File: config.mk
export PLATFORM = sky130hd
export DESIGN_NAME = uart_rx_deframer
export DESIGN_NICKNAME = d
export VERILOG_FILES = /design/src/rtl/uart_pkg.sv /design/src/rtl/sync_2ff.sv /design/src/rtl/uart_rx_deframer.sv
export SDC_FILE = /design/constraint.sdc
export NUM_CORES = 1
export LEC_CHECK = 0
export CORE_ASPECT_RATIO = 0.7
export CORE_UTILIZATION = 40
export CTS_BUF_LIST = sky130_fd_sc_hd__clkbuf_2 sky130_fd_sc_hd__clkbuf_4 sky130_fd_sc_hd__clkbuf_8
export DETAILED_ROUTE_END_ITERATION = 12
export HOLD_SLACK_MARGIN = 0.08
export SYNTH_ARGS = -nofsm -noshare
export SYNTH_HDL_FRONTEND = slang
export SYNTH_SLANG_ARGS = --single-unit
File: constraint.sdc
create_clock -name clk -period 3.23 [get_ports clk]
set_clock_uncertainty 0.1 [all_clocks]
set_input_delay 0.4845 -clock clk [delete_from_list [all_inputs] [get_ports clk]]
set_output_delay 0.4845 -clock clk [all_outputs]
set_load 0.05 [all_outputs]
File: src/rtl/uart_pkg.sv
// Shared UART definitions: receiver FSM states, frame geometry and the default bit rate.
package uart_pkg;

  localparam int UART_DATA_BITS    = 8;
  localparam int UART_CLKS_PER_BIT = 16;

  typedef enum logic [2:0] {
    IDLE,
    START,
    DATA,
    STOP,
    WAIT_HIGH
  } uart_rx_state_t;

endpackage

File: src/rtl/sync_2ff.sv
// Two-flop synchroniser for a single asynchronous input; reset value selects the assumed idle level.
module sync_2ff #(
  parameter logic RST_VAL = 1'b0
) (
  input  logic clk,
  input  logic rst_n,
  input  logic i_d,
  output logic o_q
);

  logic r_meta;
  logic r_sync;

  always_ff @(posedge clk or negedge rst_n) begin
    if (!rst_n) begin
      r_meta <= RST_VAL;
      r_sync <= RST_VAL;
    end else begin
      r_meta <= i_d;
      r_sync <= r_meta;
    end
  end

  assign o_q = r_sync;

endmodule

File: src/rtl/uart_rx_deframer.sv
// 8N1 UART receive deframer: oversampled mid-bit sampling, single-entry holding register
// with valid/ready handshake, framing-error and overrun pulses.
module uart_rx_deframer
  import uart_pkg::*;
#(
  parameter int CLKS_PER_BIT = UART_CLKS_PER_BIT
) (
  input  logic       clk,
  input  logic       rst_n,
  input  logic       rxd,
  input  logic       rx_enable,
  input  logic       rx_ready,
  output logic [7:0] rx_data_out,
  output logic       rx_valid,
  output logic       rx_frame_err,
  output logic       rx_overrun
);

  localparam int HALF_BIT = CLKS_PER_BIT / 2;
  localparam int CNT_W    = $clog2(CLKS_PER_BIT);
  localparam int IDX_W    = $clog2(UART_DATA_BITS);

  localparam logic [CNT_W-1:0] CNT_HALF = CNT_W'(HALF_BIT - 1);
  localparam logic [CNT_W-1:0] CNT_FULL = CNT_W'(CLKS_PER_BIT - 1);
  localparam logic [IDX_W-1:0] IDX_LAST = IDX_W'(UART_DATA_BITS - 1);

  uart_rx_state_t r_state;
  uart_rx_state_t w_next;

  logic [CNT_W-1:0]          r_cnt;
  logic [IDX_W-1:0]          r_bit_idx;
  logic [UART_DATA_BITS-1:0] r_shift;
  logic                      r_rxd_prev;
  logic [7:0]                r_data;
  logic                      r_valid;
  logic                      r_frame_err;
  logic                      r_overrun;

  logic w_rxd_s;
  logic w_cnt_clr;
  logic w_sample_bit;
  logic w_byte_done;
  logic w_stop_bad;
  logic w_xfer;

  sync_2ff #(
    .RST_VAL(1'b1)
  ) u_rxd_sync (
    .clk  (clk),
    .rst_n(rst_n),
    .i_d  (rxd),
    .o_q  (w_rxd_s)
  );

  always_ff @(posedge clk or negedge rst_n) begin
    if (!rst_n) begin
      r_state    <= IDLE;
      r_rxd_prev <= 1'b1;
    end else begin
      r_state    <= w_next;
      r_rxd_prev <= w_rxd_s;
    end
  end

  // Start is edge-qualified so a line already low (break, or a frame joined mid-way) is ignored.
  always_comb begin
    w_next       = r_state;
    w_cnt_clr    = 1'b0;
    w_sample_bit = 1'b0;
    w_byte_done  = 1'b0;
    w_stop_bad   = 1'b0;
    if (!rx_enable) begin
      w_next    = IDLE;
      w_cnt_clr = 1'b1;
    end else begin
      case (r_state)
        IDLE: begin
          if (!w_rxd_s && r_rxd_prev) begin
            w_next    = START;
            w_cnt_clr = 1'b1;
          end
        end
        START: begin
          if (r_cnt == CNT_HALF) begin
            w_cnt_clr = 1'b1;
            w_next    = w_rxd_s ? IDLE : DATA;
          end
        end
        DATA: begin
          if (r_cnt == CNT_FULL) begin
            w_cnt_clr    = 1'b1;
            w_sample_bit = 1'b1;
            if (r_bit_idx == IDX_LAST) begin
              w_next = STOP;
            end
          end
        end
        STOP: begin
          if (r_cnt == CNT_FULL) begin
            w_cnt_clr = 1'b1;
            if (w_rxd_s) begin
              w_byte_done = 1'b1;
              w_next      = IDLE;
            end else begin
              w_stop_bad = 1'b1;
              w_next     = WAIT_HIGH;
            end
          end
        end
        WAIT_HIGH: begin
          if (w_rxd_s) begin
            w_next    = IDLE;
            w_cnt_clr = 1'b1;
          end
        end
        default: begin
          w_next    = IDLE;
          w_cnt_clr = 1'b1;
        end
      endcase
    end
  end

  always_ff @(posedge clk or negedge rst_n) begin
    if (!rst_n) begin
      r_cnt     <= '0;
      r_bit_idx <= '0;
      r_shift   <= '0;
    end else begin
      if (w_cnt_clr) begin
        r_cnt <= '0;
      end else if (r_state != IDLE && r_state != WAIT_HIGH) begin
        r_cnt <= r_cnt + CNT_W'(1);
      end
      if (r_state != DATA) begin
        r_bit_idx <= '0;
      end else if (w_sample_bit) begin
        r_bit_idx <= r_bit_idx + IDX_W'(1);
      end
      if (w_sample_bit) begin
        r_shift[r_bit_idx] <= w_rxd_s;
      end
    end
  end

  assign w_xfer = r_valid & rx_ready;

  // A completed byte may reload the register only when it is empty or being drained this cycle.
  always_ff @(posedge clk or negedge rst_n) begin
    if (!rst_n) begin
      r_data      <= 8'h00;
      r_valid     <= 1'b0;
      r_frame_err <= 1'b0;
      r_overrun   <= 1'b0;
    end else begin
      r_frame_err <= w_stop_bad;
      r_overrun   <= w_byte_done & r_valid & ~w_xfer;
      if (w_byte_done && (!r_valid || w_xfer)) begin
        r_data  <= r_shift;
        r_valid <= 1'b1;
      end else if (w_xfer) begin
        r_valid <= 1'b0;
      end
    end
  end

  assign rx_data_out  = r_data;
  assign rx_valid     = r_valid;
  assign rx_frame_err = r_frame_err;
  assign rx_overrun   = r_overrun;

endmodule

==> summary.txt <==
Yosys
  • Synth top area share: 47.3%
  • Adder-cell share of the synthesized area: under 10%
  • Number of distinct library cells after synthesis: 40
  • Yosys top cell by area: dfrtp_1
  • Asr flop ratio synth: 100%
  • Xor/xnor share of the synthesized area: 2.29%
  • Largest family of logic cells by synthesized area: simple AND/OR/NAND/NOR gates
  • Post-synthesis sequential area ratio: a little over half
  • Post-synth EDFFs: 0
  • Synth top area cells: dfrtp_1 47%, mux2_4 7.8%, mux2_1 5.9%, dfstp_2 5.1%, ha_1 2.4%
  • #FFs+latches synth: 32
  • Ys flop type: dfrtp_1
  • Synth Area in Simple Gates: around a fifth
  • Synth Cell Area: roughly 1500 µm²
  • Compound-Gate Fraction of Synth Area: 6.29%
  • Syn_area_per_cell: approximately 13 µm²
  • Syn Nets: 129
  • Yosys warns: 0
  • Multiplexer share of the synthesized area: 14.4%
  • Post-synthesis cell count: 121

Clocking
  • CTS sink cnt: 32
  • CTS-repair resized insts: 0
  • CTS Root Buffer Type: clkbuf_8
  • Hold buffers post-CTS: 0
  • CTS Buf Count: 5
  • Latest clock arrival within the worst-skew pair: 0.28 ns
  • Clock Path Buffers: 2
  • H-tree depth: 2
  • Setup bufs post-CTS: 0
  • CTS tree: yes
  • Clk slew on worst S/H paths: approximately 0.06 ns

Final layout
  • Register area: around 800 µm²
  • Post-layout nets: 147
  • Share of layout cells above drive strength 1: 19.3%
  • Finished Layout Cells: 190
  • Layout filler cell count: 331
  • Post-Route Utilization: between 50% and 60%
  • Final instance area: approximately 1800 µm²
  • Multi-input gate area: roughly 680 µm²
  • Layout area overhead: 17.7%
  • N_diodes: 0

Setup path
  • Startpoint Class: flip-flop
  • CP Buf/Inv Count: 1
  • Top Family by Delay on Critical Path: buffers and inverters
  • CP required: 2.65 ns
  • Crit. End Element: output port
  • Crit-path max cell delay: ~0.81 ns
  • CP Max Fanout: 2
  • Critical path class: reg2out
  • CP max-delay cell: clkdlybuf4s50_1
  • CP Cell Sequence: clkdlybuf4s50_1
  • Crit path DAT: approximately 1.5 ns

Die
  • Die height: 53.8 µm
  • Die ar.: a little over 4000 µm²
  • Initial core utilization: 42.5%
  • Top Ports: 16
  • Site Rows: 18
  • Placeable Area: between 3000 and 4000 µm²
  • Die X-Extent: between 70 and 80 µm

Placed design
  • Placement Setup Slack: a little over 0.9 ns
  • Dpl hpwl: 1940 µm
  • Placed cells: between 150 and 200
  • Final GP Congestion: 0.768
  • Area post-placement: 1710 µm²
  • Port Buf Inserts: 15

Detailed routing
  • Drt initial violations: 75
  • DRC violations left: 0
  • Vias/cell: between 5 and 6
  • Drt wl/cell: roughly 15 µm
  • Post-route ant nets: 0
  • Drt first pass iters: 4
  • Routed WL: 2790 µm
  • Vias: between 900 and 1000

STA
  • Setup violators final: 0
  • Max Slew Vio Count: 0
  • RSZ-0062 raised after global routing: false
  • Max_slew headroom: approximately two thirds
  • Tcrit/Tclk final: 63.3%
  • Fin. Hold Viols: 0
  • Final setup margin: between 1 and 1.5 ns
  • Achievable frequency: between 400 and 500 MHz
  • Actual slew at the worst max-slew pin: 0.498 ns
  • Sum Neg Setup Slack: 0 ns
  • Fin crit period: approximately 2.0 ns

Power
  • Pleak: slightly above 0.8 nW
  • Worst vdd rail ir drop: between 0.2 and 0.3 mV
  • Power Density: ~420 nW/µm²

GRT
  • Vias in the first global route: 941
  • Initial antenna violation count: 0
  • Largest net degree at the start of global routing: 33
  • GR Util All Layers: between 10% and 20%
  • Congestion Overflow GR: 0
  • First-pass GRT wire length: about 4800 µm

Job
  • Number of max-cap violations: 0

Outcome
  • Status: complete, no violations

Min path
  • Worst Hold Class: reg2reg
stage by stage:
stage          hold slack, ns  power (mW)
2_1_floorplan          0.0889       0.432
3_3_place_gp            0.248       0.448
3_5_place_dp            0.251       0.449
4_1_cts                 0.260       0.763
5_1_grt                 0.263       0.786
6_report                0.258       0.749
cells by family (layout without fill, tap and decap cells):
kind of cell,after synthesis,in the layout
AOI/OAI and AO/OA,12,12
xor gates and xnor gates,4,4
adders and majority gates,3,3
buffers and inverters,7,26
DFF,32,32
muxes,17,17
and+or+nand+nor,46,46
final cells by class:
cell class              instances  area share, %
well taps                      50           3.47
inverters                       2          0.416
repair buffers                 16           8.74
clock inverters                 2          0.555
flip-flops and latches         32           44.6
multi-input cells              82           37.7
clock buffers                   6           4.58
sequential cells by signal (all words and copies together), names as in the netlist:
signal / cells
r_bit_idx: 3
r_cnt: 4
r_rxd_prev: 1
r_shift: 8
r_state: 3
rx_data_out: 8
rx_frame_err: 1
rx_overrun: 1
rx_valid: 1
u_rxd_sync.o_q: 1
u_rxd_sync.r_meta: 1
per-layer routing:
layer	routed length (µm)	track usage, %	vias up
met5	0	0	-
met4	51	8.33	0
met3	131	5.59	9
met2	1200	24.1	27
met1	1400	20.4	474
li1	-	-	474
cell usage in the layout, fill, tap and decap left out, types with 2 or more instances in the layout:
cell | Yosys | routed
nand3_1 | 5 | 5
mux2_1 | 8 | 8
clkbuf_8 | 0 | 6
nor3_1 | 4 | 4
o31a_1 | 2 | 2
nand4_1 | 6 | 6
and4_4 | 2 | 2
dfrtp_1 | 29 | 29
nand2b_1 | 2 | 2
xor2_1 | 3 | 3
a21oi_1 | 2 | 2
mux2_4 | 8 | 8
clkinv_2 | 0 | 2
clkdlybuf4s50_1 | 0 | 15
dfstp_2 | 3 | 3
ha_1 | 3 | 3
inv_1 | 2 | 2
nor2_1 | 5 | 5
and2_1 | 2 | 2
nand2_1 | 8 | 8
nor2b_1 | 2 | 2
and3_1 | 2 | 2
path summary, 6_finish.rpt:
check	start	endpoint	slack, ns	cells past startpoint
hold / removal	u_rxd_sync.r_meta	u_rxd_sync.o_q	0.26	0
max in group asynchronous	rst_n	r_rxd_prev	2.20	2
hold reg to reg	u_rxd_sync.r_meta	u_rxd_sync.o_q	0.26	0
setup reg to reg	r_cnt[0]	rx_data_out[2]	1.32	4
setup / recovery	rx_data_out[2]	rx_data_out[2]	1.19	1
min in group asynchronous	rst_n	r_shift[5]	0.50	2
synth_stat cells (3+ instances only):
master   number
xor2_1        3
nor3_1        4
dfrtp_1      29
ha_1          3
nand3_1       5
mux2_1        8
nand2_1       8
nor2_1        5
nand4_1       6
dfstp_2       3
mux2_4        8
power breakdown:
group | leakage, nW | total, mW | switching (mW) | internal, mW
registers | 0.436 | 0.414 | 0.00741 | 0.406
logic | 0.318 | 0.0270 | 0.0158 | 0.0112
clock network | 0.0510 | 0.309 | 0.139 | 0.170
worst reg2reg max path, cell delays in order, from the launching register on:
cell	delay, ns
dfrtp_1	0.39
ha_1	0.27
and4_4	0.36
and4_4	0.36
mux2_4	0.32
Power figures use the tool's default switching activity.
